[config.mk]
export PLATFORM = sky130hd
export DESIGN_NAME = code_loader_flat
export DESIGN_NICKNAME = d
export VERILOG_FILES = /design/src/rtl/code_loader_if.sv /design/src/rtl/code_loader.sv /design/src/flat_wrapper.sv
export SDC_FILE = /design/constraint.sdc
export NUM_CORES = 1
export LEC_CHECK = 0
export CAP_MARGIN = 20
export CELL_PAD_IN_SITES_DETAIL_PLACEMENT = 0
export CELL_PAD_IN_SITES_GLOBAL_PLACEMENT = 2
export CORE_ASPECT_RATIO = 1.5
export CORE_MARGIN = 2
export CORE_UTILIZATION = 26
export DETAILED_ROUTE_END_ITERATION = 6
export PLACE_DENSITY = 0.87
export SYNTH_ARGS = -nofsm -noshare
export SYNTH_HDL_FRONTEND = slang
export SYNTH_SLANG_ARGS = --single-unit
[constraint.sdc]
create_clock -name CLK -period 2.1 [get_ports CLK]
set_clock_uncertainty 0.15 [all_clocks]
set_input_delay 0.525 -clock CLK [delete_from_list [all_inputs] [get_ports CLK]]
set_output_delay 0.525 -clock CLK [all_outputs]
set_load 0.1 [all_outputs]
[src/rtl/code_loader_if.sv]
// Byte-stream input and code-memory write port of the boot-time code loader.
// Stream handshake: a byte moves on a rising CLK edge where in_valid && in_ready are both high;
// in_data/in_last matter only while in_valid is high, and in_ready never depends on in_valid.
interface code_loader_if;
   logic        in_valid;
   logic [7:0]  in_data;
   logic        in_last;
   logic        in_ready;
   logic        mem_we;
   logic [31:0] mem_addr;
   logic [31:0] mem_wdata;

   // master: byte source / memory observer; slave: the loader itself
   modport master (output in_valid, in_data, in_last,
                   input  in_ready, mem_we, mem_addr, mem_wdata);
   modport slave  (input  in_valid, in_data, in_last,
                   output in_ready, mem_we, mem_addr, mem_wdata);
endinterface

[src/rtl/code_loader.sv]
// Boot loader: packs a byte stream into 32-bit words, writes them to code memory, holds the CPU in reset.
// Optional CODE_LOADER_CHECKSUM_EN adds a running mod-2^32 sum of written words on port checksum.
module code_loader #(
   parameter logic [31:0] BASE_ADDR  = 32'h0000_0000,
   parameter int          MAX_WORDS  = 256,
   parameter bit          BIG_ENDIAN = 1'b1,
   localparam int         WC_W       = $clog2(MAX_WORDS) + 1
) (
   input  logic            CLK,
   input  logic            RESET,
   input  logic            start,
   code_loader_if.slave    bus,
   output logic            cpu_reset,
   output logic            done,
   output logic            error,
   output logic [WC_W-1:0] word_count,
`ifdef CODE_LOADER_CHECKSUM_EN
   output logic [31:0]     checksum,
`endif
   output logic [1:0]      dbg_state
);

   typedef enum logic [1:0] {S_LOAD = 2'd0, S_WRITE = 2'd1, S_DONE = 2'd2} state_e;

   state_e            state_q, state_d;
   logic [1:0]        byte_cnt_q, byte_cnt_d;
   logic [31:0]       asm_q, asm_d;
   logic              last_q, last_d;
   logic              mem_we_q, mem_we_d;
   logic [31:0]       mem_addr_q, mem_addr_d;
   logic [31:0]       mem_wdata_q, mem_wdata_d;
   logic              cpu_reset_q, cpu_reset_d;
   logic              done_q, done_d;
   logic              error_q, error_d;
   logic [WC_W-1:0]   word_count_q, word_count_d;
`ifdef CODE_LOADER_CHECKSUM_EN
   logic [31:0]       checksum_q, checksum_d;
`endif

   logic              accept;
   logic              word_end;
   logic [4:0]        lane_shift;
   logic [31:0]       asm_next;
   logic [WC_W-1:0]   word_inc;
   logic              image_full;

   assign bus.in_ready = (state_q == S_LOAD) && !RESET;
   assign accept       = bus.in_valid && bus.in_ready;
   assign word_end     = accept && ((byte_cnt_q == 2'd3) || bus.in_last);
   // Big-endian puts byte k at bits [31-8k -: 8]; ~k equals 3-k for a 2-bit count.
   assign lane_shift   = BIG_ENDIAN ? {~byte_cnt_q, 3'b000} : {byte_cnt_q, 3'b000};
   assign asm_next     = asm_q | ({24'h0, bus.in_data} << lane_shift);
   // word_count doubles as the write index: both advance and clear together.
   assign word_inc     = word_count_q + 1'b1;
   assign image_full   = (word_inc == WC_W'(MAX_WORDS));

   always_ff @(posedge CLK) begin
      if (RESET) begin
         state_q      <= S_LOAD;
         byte_cnt_q   <= 2'd0;
         asm_q        <= 32'h0;
         last_q       <= 1'b0;
         mem_we_q     <= 1'b0;
         mem_addr_q   <= BASE_ADDR;
         mem_wdata_q  <= 32'h0;
         cpu_reset_q  <= 1'b1;
         done_q       <= 1'b0;
         error_q      <= 1'b0;
         word_count_q <= '0;
`ifdef CODE_LOADER_CHECKSUM_EN
         checksum_q   <= 32'h0;
`endif
      end else begin
         state_q      <= state_d;
         byte_cnt_q   <= byte_cnt_d;
         asm_q        <= asm_d;
         last_q       <= last_d;
         mem_we_q     <= mem_we_d;
         mem_addr_q   <= mem_addr_d;
         mem_wdata_q  <= mem_wdata_d;
         cpu_reset_q  <= cpu_reset_d;
         done_q       <= done_d;
         error_q      <= error_d;
         word_count_q <= word_count_d;
`ifdef CODE_LOADER_CHECKSUM_EN
         checksum_q   <= checksum_d;
`endif
      end
   end

   always_comb begin
      state_d = state_q;
      case (state_q)
         S_LOAD:  if (word_end) state_d = S_WRITE;
         S_WRITE: state_d = (last_q || image_full) ? S_DONE : S_LOAD;
         S_DONE:  if (start) state_d = S_LOAD;
         default: state_d = S_LOAD;
      endcase
   end

   always_comb begin
      byte_cnt_d   = byte_cnt_q;
      asm_d        = asm_q;
      last_d       = last_q;
      mem_we_d     = 1'b0;
      mem_addr_d   = mem_addr_q;
      mem_wdata_d  = mem_wdata_q;
      cpu_reset_d  = cpu_reset_q;
      done_d       = done_q;
      error_d      = error_q;
      word_count_d = word_count_q;
`ifdef CODE_LOADER_CHECKSUM_EN
      checksum_d   = checksum_q;
`endif
      case (state_q)
         S_LOAD: begin
            if (accept) begin
               asm_d      = asm_next;
               byte_cnt_d = byte_cnt_q + 2'd1;
               last_d     = bus.in_last;
            end
            // The strobe is registered, so it is high exactly during the WRITE cycle.
            if (word_end) begin
               mem_we_d    = 1'b1;
               mem_addr_d  = BASE_ADDR + (32'(word_count_q) << 2);
               mem_wdata_d = asm_next;
            end
         end
         S_WRITE: begin
            word_count_d = word_inc;
            byte_cnt_d   = 2'd0;
            asm_d        = 32'h0;
            last_d       = 1'b0;
`ifdef CODE_LOADER_CHECKSUM_EN
            checksum_d   = checksum_q + mem_wdata_q;
`endif
            if (last_q) begin
               done_d      = 1'b1;
               error_d     = 1'b0;
               cpu_reset_d = 1'b0;
            end else if (image_full) begin
               done_d      = 1'b1;
               error_d     = 1'b1;
            end
         end
         S_DONE: begin
            if (start) begin
               cpu_reset_d  = 1'b1;
               done_d       = 1'b0;
               error_d      = 1'b0;
               word_count_d = '0;
`ifdef CODE_LOADER_CHECKSUM_EN
               checksum_d   = 32'h0;
`endif
            end
         end
         default: ;
      endcase
   end

   assign bus.mem_we    = mem_we_q;
   assign bus.mem_addr  = mem_addr_q;
   assign bus.mem_wdata = mem_wdata_q;
   assign cpu_reset     = cpu_reset_q;
   assign done          = done_q;
   assign error         = error_q;
   assign word_count    = word_count_q;
`ifdef CODE_LOADER_CHECKSUM_EN
   assign checksum      = checksum_q;
`endif
   assign dbg_state     = state_q;

endmodule

[src/flat_wrapper.sv]
// flat-port wrapper written by rule: the top's interface ports become plain ports
module code_loader_flat 
#(
   parameter logic [31:0] BASE_ADDR  = 32'h0000_0000,
   parameter int          MAX_WORDS  = 256,
   parameter bit          BIG_ENDIAN = 1'b1,
   localparam int         WC_W       = $clog2(MAX_WORDS) + 1
)
  (CLK, RESET, start, cpu_reset, done, error, word_count, dbg_state, bus_in_valid, bus_in_data, bus_in_last, bus_in_ready, bus_mem_we, bus_mem_addr, bus_mem_wdata);
  code_loader_if bus_i ();
  input  logic CLK;
  input  logic RESET;
  input  logic start;
  output logic cpu_reset;
  output logic done;
  output logic error;
  output logic [WC_W-1:0] word_count;
  output logic [1:0] dbg_state;
  input wire logic [$bits(bus_i.in_valid)-1:0] bus_in_valid;
  input wire logic [$bits(bus_i.in_data)-1:0] bus_in_data;
  input wire logic [$bits(bus_i.in_last)-1:0] bus_in_last;
  output wire logic [$bits(bus_i.in_ready)-1:0] bus_in_ready;
  output wire logic [$bits(bus_i.mem_we)-1:0] bus_mem_we;
  output wire logic [$bits(bus_i.mem_addr)-1:0] bus_mem_addr;
  output wire logic [$bits(bus_i.mem_wdata)-1:0] bus_mem_wdata;
  assign bus_i.in_valid = bus_in_valid;
  assign bus_i.in_data = bus_in_data;
  assign bus_i.in_last = bus_in_last;
  assign bus_in_ready = bus_i.in_ready;
  assign bus_mem_we = bus_i.mem_we;
  assign bus_mem_addr = bus_i.mem_addr;
  assign bus_mem_wdata = bus_i.mem_wdata;
  code_loader #(.BASE_ADDR(BASE_ADDR), .MAX_WORDS(MAX_WORDS), .BIG_ENDIAN(BIG_ENDIAN)) u_core (.CLK(CLK), .RESET(RESET), .start(start), .bus(bus_i), .cpu_reset(cpu_reset), .done(done), .error(error), .word_count(word_count), .dbg_state(dbg_state));
endmodule
==> results.py, run 1 <==
metrics = {
    "sta": {
        "period_needed_ns": 2.06,
        "rsz0062_at_grt": "false",
        "setup_ws_ns": 0.0405,
        "fmax_mhz": 486,
        "tightest_slew_ns": 0.814,
        "drv_slew": 0,
        "hold_viol": 0,
        "hold_ws_ns": 0.344,
        "setup_viol": 0,
        "tns_ns": 0,
        "relSlewSlack": 0.458,
        "finalCritPeriodShare": 0.981,
    },
    "flow_run": {
        "maxCapViolCount": 0,
    },
    "cts": {
        "cts-buffers-inserted": 9,
        "clock_sinks": 91,
        "cts.clk_slew.worst_paths_ns": 0.07,
        "clk_latency_ns": 0.34,
        "cts.path.max_buffers": 2,
        "cts_hold_buf": 0,
        "clockRootBuffer": "clkbuf_16",
        "cts_tree": "yes",
        "cts_max_level": 3,
    },
    "route": {
        "wl_per_cell_um": 15.4,
        "routed_via_density": 4.84,
        "initialDrtViolationCount": 192,
        "drt_drc_violations_left": 0,
        "vias": 3633,
        "wirelength_um": 11500,
        "drtAntennaViolNets": 0,
        "dr.pass1.iters": 4,
    },
    "yosys": {
        "synthDistinctLibCells": 48,
        "avgSynthCellArea_um2": 8.50,
        "synth_warnings": 0,
        "synth_ff_type": "dfxtp_1",
        "synth_area_um2": 4110,
        "ys_seq_area_frac": 0.444,
        "async_flop_share": 0,
        "synthCells": 483,
        "synth_edf_count": 0,
        "synth_seq_cells": 91,
    },
    "worst_setup_path": {
        "ff2ff_setup_slack_ns": 0.04,
        "path_max_fanout": 12,
        "required_ns": 2.18,
        "end_kind": "register",
        "arrival_ns": 2.14,
        "crit_type": "register to register",
        "startpoint_type": "register",
        "r2r_cells": 6,
    },
    "die": {
        "rows": 56,
        "floorplan.die_area_um2": 16800,
        "die_x_um": 107,
        "start_util": 0.264,
        "fp.dieH_um": 158,
        "core_um2": 15600,
        "ios": 93,
    },
    "placement": {
        "pre_cts_slack_ns": -0.243,
        "post-dp-hpwl_um": 8300,
        "port_buffers": 69,
        "gp_congestion": 0.796,
    },
    "global_route": {
        "antenna_found_initial": 0,
        "grt_pass1_vias": 3601,
        "grt_max_degree": 80,
        "grt_usage": 0.139,
        "grt_pass1_wl_um": 18500,
        "gr-total-overflow": 0,
    },
    "cells_and_area": {
        "drive_gt1_frac": 0.250,
        "nets": 561,
        "fillers": 1564,
        "area_growth_syn_to_layout_pct": 45.5,
        "n_antenna_cell": 0,
    },
    "power": {
        "ir_drop_v": 0.000347,
        "power.density_nw_per_um2": 796,
        "power.leakage_nw": 2.18,
    },
    "status": {
        "outcome": "completed",
    },
    "min_path": {
        "hp-class": "register to register",
        "min_path_cells": 2,
    },
}
-- final cells by class --
class                      count  area [µm²]  area share
multi-input combinational    335        1990       0.333
clock inverter                 6        92.6      0.0155
sequential                    91        1860       0.311
inverter                       6        23.8     0.00398
timing repair buffer          99        1510       0.252
clock buffer                  10         250      0.0419
tap                          203         254      0.0425
-- what timing repair did --
item	CTS	global route
endpoints found under the setup margin	1	5
buffers inserted	1	1
resized for setup	4	3
pin swaps	0	1
-- critical path: stages (launching register included) --
cell and delay [ns]:
dfxtp_4 0.36, buf_4 0.20, nand3_1 0.14, nor4_1 0.27, nor3_1 0.15, or3_4 0.39
mux2_4 0.30
-- placed cells by master (no fill, tap or decap), drive strengths merged, types with 3 or more instances in the layout --
cell,Yosys,routed
ha,6,6
a211oi,32,32
dfxtp,91,91
a21oi,19,19
a22oi,34,34
clkdlybuf4s50,0,11
nor2b,6,6
clkbuf,34,10
nor3,34,34
buf,39,88
o21ai,5,5
conb,1,23
xor2,6,6
mux2i,3,3
nand4,5,5
nand2,38,38
nor2,80,80
and3,8,8
a31oi,3,3
o22a,8,8
inv,5,8
-- final timing paths --
| path | start | endpoint |
|---|---|---|
| hold / removal | u_core.bus.mem_addr[3]$_SDFFE_PP0P_ | u_core.bus.mem_addr[3]$_SDFFE_PP0P_ |
| setup / recovery | u_core.word_count[0]$_SDFFE_PP0P_ | u_core.done$_SDFFE_PP0P_ |
| setup reg to reg | u_core.word_count[0]$_SDFFE_PP0P_ | u_core.done$_SDFFE_PP0P_ |
| hold reg to reg | u_core.bus.mem_addr[3]$_SDFFE_PP0P_ | u_core.bus.mem_addr[3]$_SDFFE_PP0P_ |
-- flip-flops by register name, summed over array words and instances, names as in the netlist --
register / cells
u_core.byte_cnt_q: 2
u_core.last_q: 1
u_core.bus.mem_we: 1
u_core.done: 1
u_core.dbg_state: 2
u_core.bus.mem_wdata: 32
u_core.bus.mem_addr: 9
u_core.asm_q: 32
u_core.cpu_reset: 1
u_core.word_count: 9
u_core.error: 1
-- logic make-up (layout without fill, tap and decap cells) --
logic type	after synthesis	after routing	synth area share
AO/OA/AOI/OAI	109	109	0.192
XOR/XNOR	8	8	0.0171
adder cells (fa/ha/maj)	6	6	0.0183
buffers and inverters	79	121	0.112
flip-flops	91	91	0.444
multiplexers	5	5	0.0137
other	1	23	0.000913
AND/OR/NAND/NOR	184	184	0.203
-- synth_stat cells (2+ instances only) --
cell type / n / area (µm²)
dfxtp_1: 91 / 1820
nor2_1: 80 / 300
nand2_1: 38 / 143
a22oi_1: 34 / 255
nor3_1: 34 / 170
a211oi_1: 32 / 240
clkbuf_1: 31 / 116
buf_4: 23 / 173
a21oi_1: 19 / 95.1
buf_1: 9 / 33.8
o22a_1: 8 / 70.1
and3_1: 7 / 43.8
buf_6: 6 / 67.6
ha_1: 6 / 75.1
nor2b_1: 6 / 37.5
xor2_1: 6 / 52.6
nand4_1: 5 / 31.3
o21ai_0: 5 / 25.0
inv_1: 4 / 15.0
a31oi_1: 3 / 18.8
clkbuf_8: 3 / 41.3
mux2i_1: 3 / 30.0
nand3_1: 2 / 10.0
nor3b_1: 2 / 15.0
nor4_1: 2 / 12.5
xnor2_1: 2 / 17.5
-- through the flow --
| step | cell area (µm²) | instances | power, mW | utilization |
|---|---|---|---|---|
| 4_1_cts | 5950 | 749 | 4.80 | 0.383 |
| 6_report | 5980 | 750 | 4.75 | 0.384 |
| 3_3_place_gp | 5590 | 732 | 2.93 | 0.359 |
| 5_1_grt | 5980 | 750 | 4.93 | 0.384 |
| 3_5_place_dp | 5590 | 732 | 2.95 | 0.359 |
| 2_1_floorplan | 4260 | 505 | 2.64 | - |
-- per-layer routing --
layer  up-vias  wire [µm]  global-route usage
li1       1768          -                   -
met4         0        257              0.0631
met1      1750       4550               0.151
met2       101       6180               0.257
met5         -          0                   0
met3        14        537              0.0305
-- report_power, final --
part | internal, mW | leakage [nW] | total, mW | switching [mW]
clock | 1.13 | 0.169 | 1.85 | 0.719
combinational | 0.319 | 1.26 | 1.06 | 0.741
sequential | 1.78 | 0.747 | 1.85 | 0.0669
total | 3.23 | 2.18 | 4.75 | 1.53
No activity file was read; power rests on OpenSTA's default activity.
==> inputs of run 2 (changes only) <==
--- a/config.mk
+++ b/config.mk
@@ -13,6 +13,7 @@
 export CORE_UTILIZATION = 26
 export DETAILED_ROUTE_END_ITERATION = 6
 export PLACE_DENSITY = 0.87
+export REMOVE_ABC_BUFFERS = 1
 export SYNTH_ARGS = -nofsm -noshare
 export SYNTH_HDL_FRONTEND = slang
 export SYNTH_SLANG_ARGS = --single-unit
==> run 2 against run 1 <==
Die area is the same. Combinational power is essentially flat. Via count shrank 2.6%. Final area shrank 0.29%. Critical endpoint unchanged. Cell count grew 0.80%. Flip-flop and latch count is the same. Hold slack lost 0.0013 ns. Largest power group unchanged. Setup slack gained 0.027 ns. Global-route usage shrank 0.93 points.
==> results.py, run 2 (synthesis results as in run 1) <==
metrics = {
    "worst_setup_path": {
        "crit_type": "register to register",
        "required_ns": 2.18,
        "timing.rr.start": "u_core.word_count[4]$_SDFFE_PP0P_",
        "startpoint_type": "register",
        "cp.depth": 5,
        "crit_buf_inv": 0,
        "arrival_ns": 2.11,
        "crit_start": "u_core.word_count[4]$_SDFFE_PP0P_",
        "critical_path.top_delay_family": "simple AND/OR/NAND/NOR gates",
        "worstPathCellList": "and3_1 > and4_1 > o221ai_2 > or3_4 > mux2_4",
        "end_kind": "register",
        "crit_end": "u_core.done$_SDFFE_PP0P_",
        "slowest_stage": "dfxtp_1",
        "timing.rr.end": "u_core.done$_SDFFE_PP0P_",
        "path_max_fanout": 7,
        "ff2ff_setup_slack_ns": 0.07,
        "max_stage_delay_ns": 0.47,
        "r2r_cells": 5,
    },
    "cts": {
        "cts-buffers-inserted": 9,
        "clk_latency_ns": 0.34,
        "cts_max_level": 3,
        "clockRootBuffer": "clkbuf_16",
        "clock_sinks": 91,
        "cts.clk_slew.worst_paths_ns": 0.06,
        "cts_tree": "yes",
        "post_cts_buffers": 0,
        "cts.path.max_buffers": 2,
    },
    "global_route": {
        "grt_usage": 0.130,
        "grt_pass1_vias": 3397,
        "gr-total-overflow": 0,
        "antenna_found_initial": 0,
        "grt_pass1_wl_um": 17500,
        "grt_max_degree": 65,
    },
    "die": {
        "start_util": 0.264,
        "core_um2": 15600,
        "rows": 56,
        "floorplan.die_area_um2": 16800,
        "fp.dieH_um": 158,
        "die_x_um": 107,
        "ios": 93,
    },
    "route": {
        "wirelength_um": 10800,
        "wl_per_cell_um": 14.3,
        "drtAntennaViolNets": 0,
        "drt_drc_violations_left": 0,
        "initialDrtViolationCount": 141,
        "dr.pass1.iters": 4,
        "vias": 3540,
        "routed_via_density": 4.68,
    },
    "sta": {
        "period_needed_ns": 2.03,
        "fmax_mhz": 492,
        "drv_slew": 0,
        "finalCritPeriodShare": 0.968,
        "setup_viol": 0,
        "tns_ns": 0,
        "relSlewSlack": 0.448,
        "hold_viol": 0,
        "tightest_slew_ns": 0.826,
    },
    "cells_and_area": {
        "area_growth_syn_to_layout_pct": 45.1,
        "n_antenna_cell": 0,
        "register_area_um2": 1820,
        "drive_gt1_frac": 0.226,
        "multi_input_comb_area_um2": 1950,
        "layout_commonest_cell": "dfxtp_1",
        "fin_area_um2": 5960,
        "fin_util": 0.383,
        "fillers": 1559,
        "fin_cells": 756,
        "nets": 567,
        "layout_common_cells": "dfxtp_1 (90), nor2_1 (80), buf_12 (62)",
    },
    "power": {
        "ir_drop_v": 0.000320,
        "power.density_nw_per_um2": 780,
        "power.leakage_nw": 2.19,
        "power_mw": 4.65,
    },
    "placement": {
        "dp.cells": 740,
        "place_area_um2": 5610,
        "gp_congestion": 0.811,
        "post-dp-hpwl_um": 7620,
        "port_buffers": 69,
    },
    "min_path": {
        "hp-class": "register to register",
        "min_path_cells": 2,
    },
    "flow_run": {
        "maxCapViolCount": 0,
    },
    "status": {
        "outcome": "completed",
    },
}
==> run 2: metal layers <==
layer	up-vias	track usage	share of wire
met1	1661	0.151	0.41
met5	-	0	0
met4	0	0.0550	0.017
li1	1764	-	-
met2	104	0.232	0.53
met3	11	0.0243	0.043
==> run 2: final cells by class <==
class / instances / share of cell area
clock inverters: 5 / 0.0143
flip-flops and latches: 91 / 0.306
well taps: 203 / 0.0426
repair buffers: 105 / 0.267
inverters: 6 / 0.00378
multi-input cells: 335 / 0.328
clock buffers: 11 / 0.0391
==> run 2: worst reg2reg max path, stage by stage (launching register included) <==
cell	delay, ns
dfxtp_1	0.47
and3_1	0.25
and4_1	0.23
o221ai_2	0.11
or3_4	0.41
mux2_4	0.30
==> run 2: per-stage QoR <==
step                      hold WS [ns]  setup slack [ns]
after floorplan                  0.317             -2.40
after global placement           0.332            -0.129
after detailed placement         0.336            -0.138
after CTS                        0.345            0.0224
after global routing             0.369           -0.0104
final                            0.343            0.0677
==> run 2: worst min path at each step <==
stage	startpoint	endpoint	slack (ns)
5_1_grt	u_core.bus.mem_addr[4]$_SDFFE_PP0P_	u_core.bus.mem_addr[4]$_SDFFE_PP0P_	0.37
3_3_place_gp	u_core.asm_q[22]$_SDFFE_PP0P_	u_core.asm_q[22]$_SDFFE_PP0P_	0.33
2_1_floorplan	u_core.asm_q[16]$_SDFFE_PP0P_	u_core.asm_q[16]$_SDFFE_PP0P_	0.32
4_1_cts	u_core.bus.mem_addr[5]$_SDFFE_PP0P_	u_core.bus.mem_addr[5]$_SDFFE_PP0P_	0.35
3_5_place_dp	u_core.bus.mem_addr[5]$_SDFFE_PP0P_	u_core.bus.mem_addr[5]$_SDFFE_PP0P_	0.34
6_report	u_core.bus.mem_addr[6]$_SDFFE_PP0P_	u_core.bus.mem_addr[6]$_SDFFE_PP0P_	0.34
==> run 2: what timing repair did <==
| item | in CTS | in global routing |
|---|---|---|
| setup endpoints to repair | 1 | 3 |
| hold buffers | 0 | 0 |
| resized for setup | 4 | 3 |
| pin swaps | 0 | 0 |
==> run 2: report_power, final <==
| part | switching, mW | internal [mW] |
|---|---|---|
| registers | 0.0603 | 1.79 |
| clock network | 0.685 | 1.05 |
| logic | 0.740 | 0.320 |
| total | 1.49 | 3.16 |
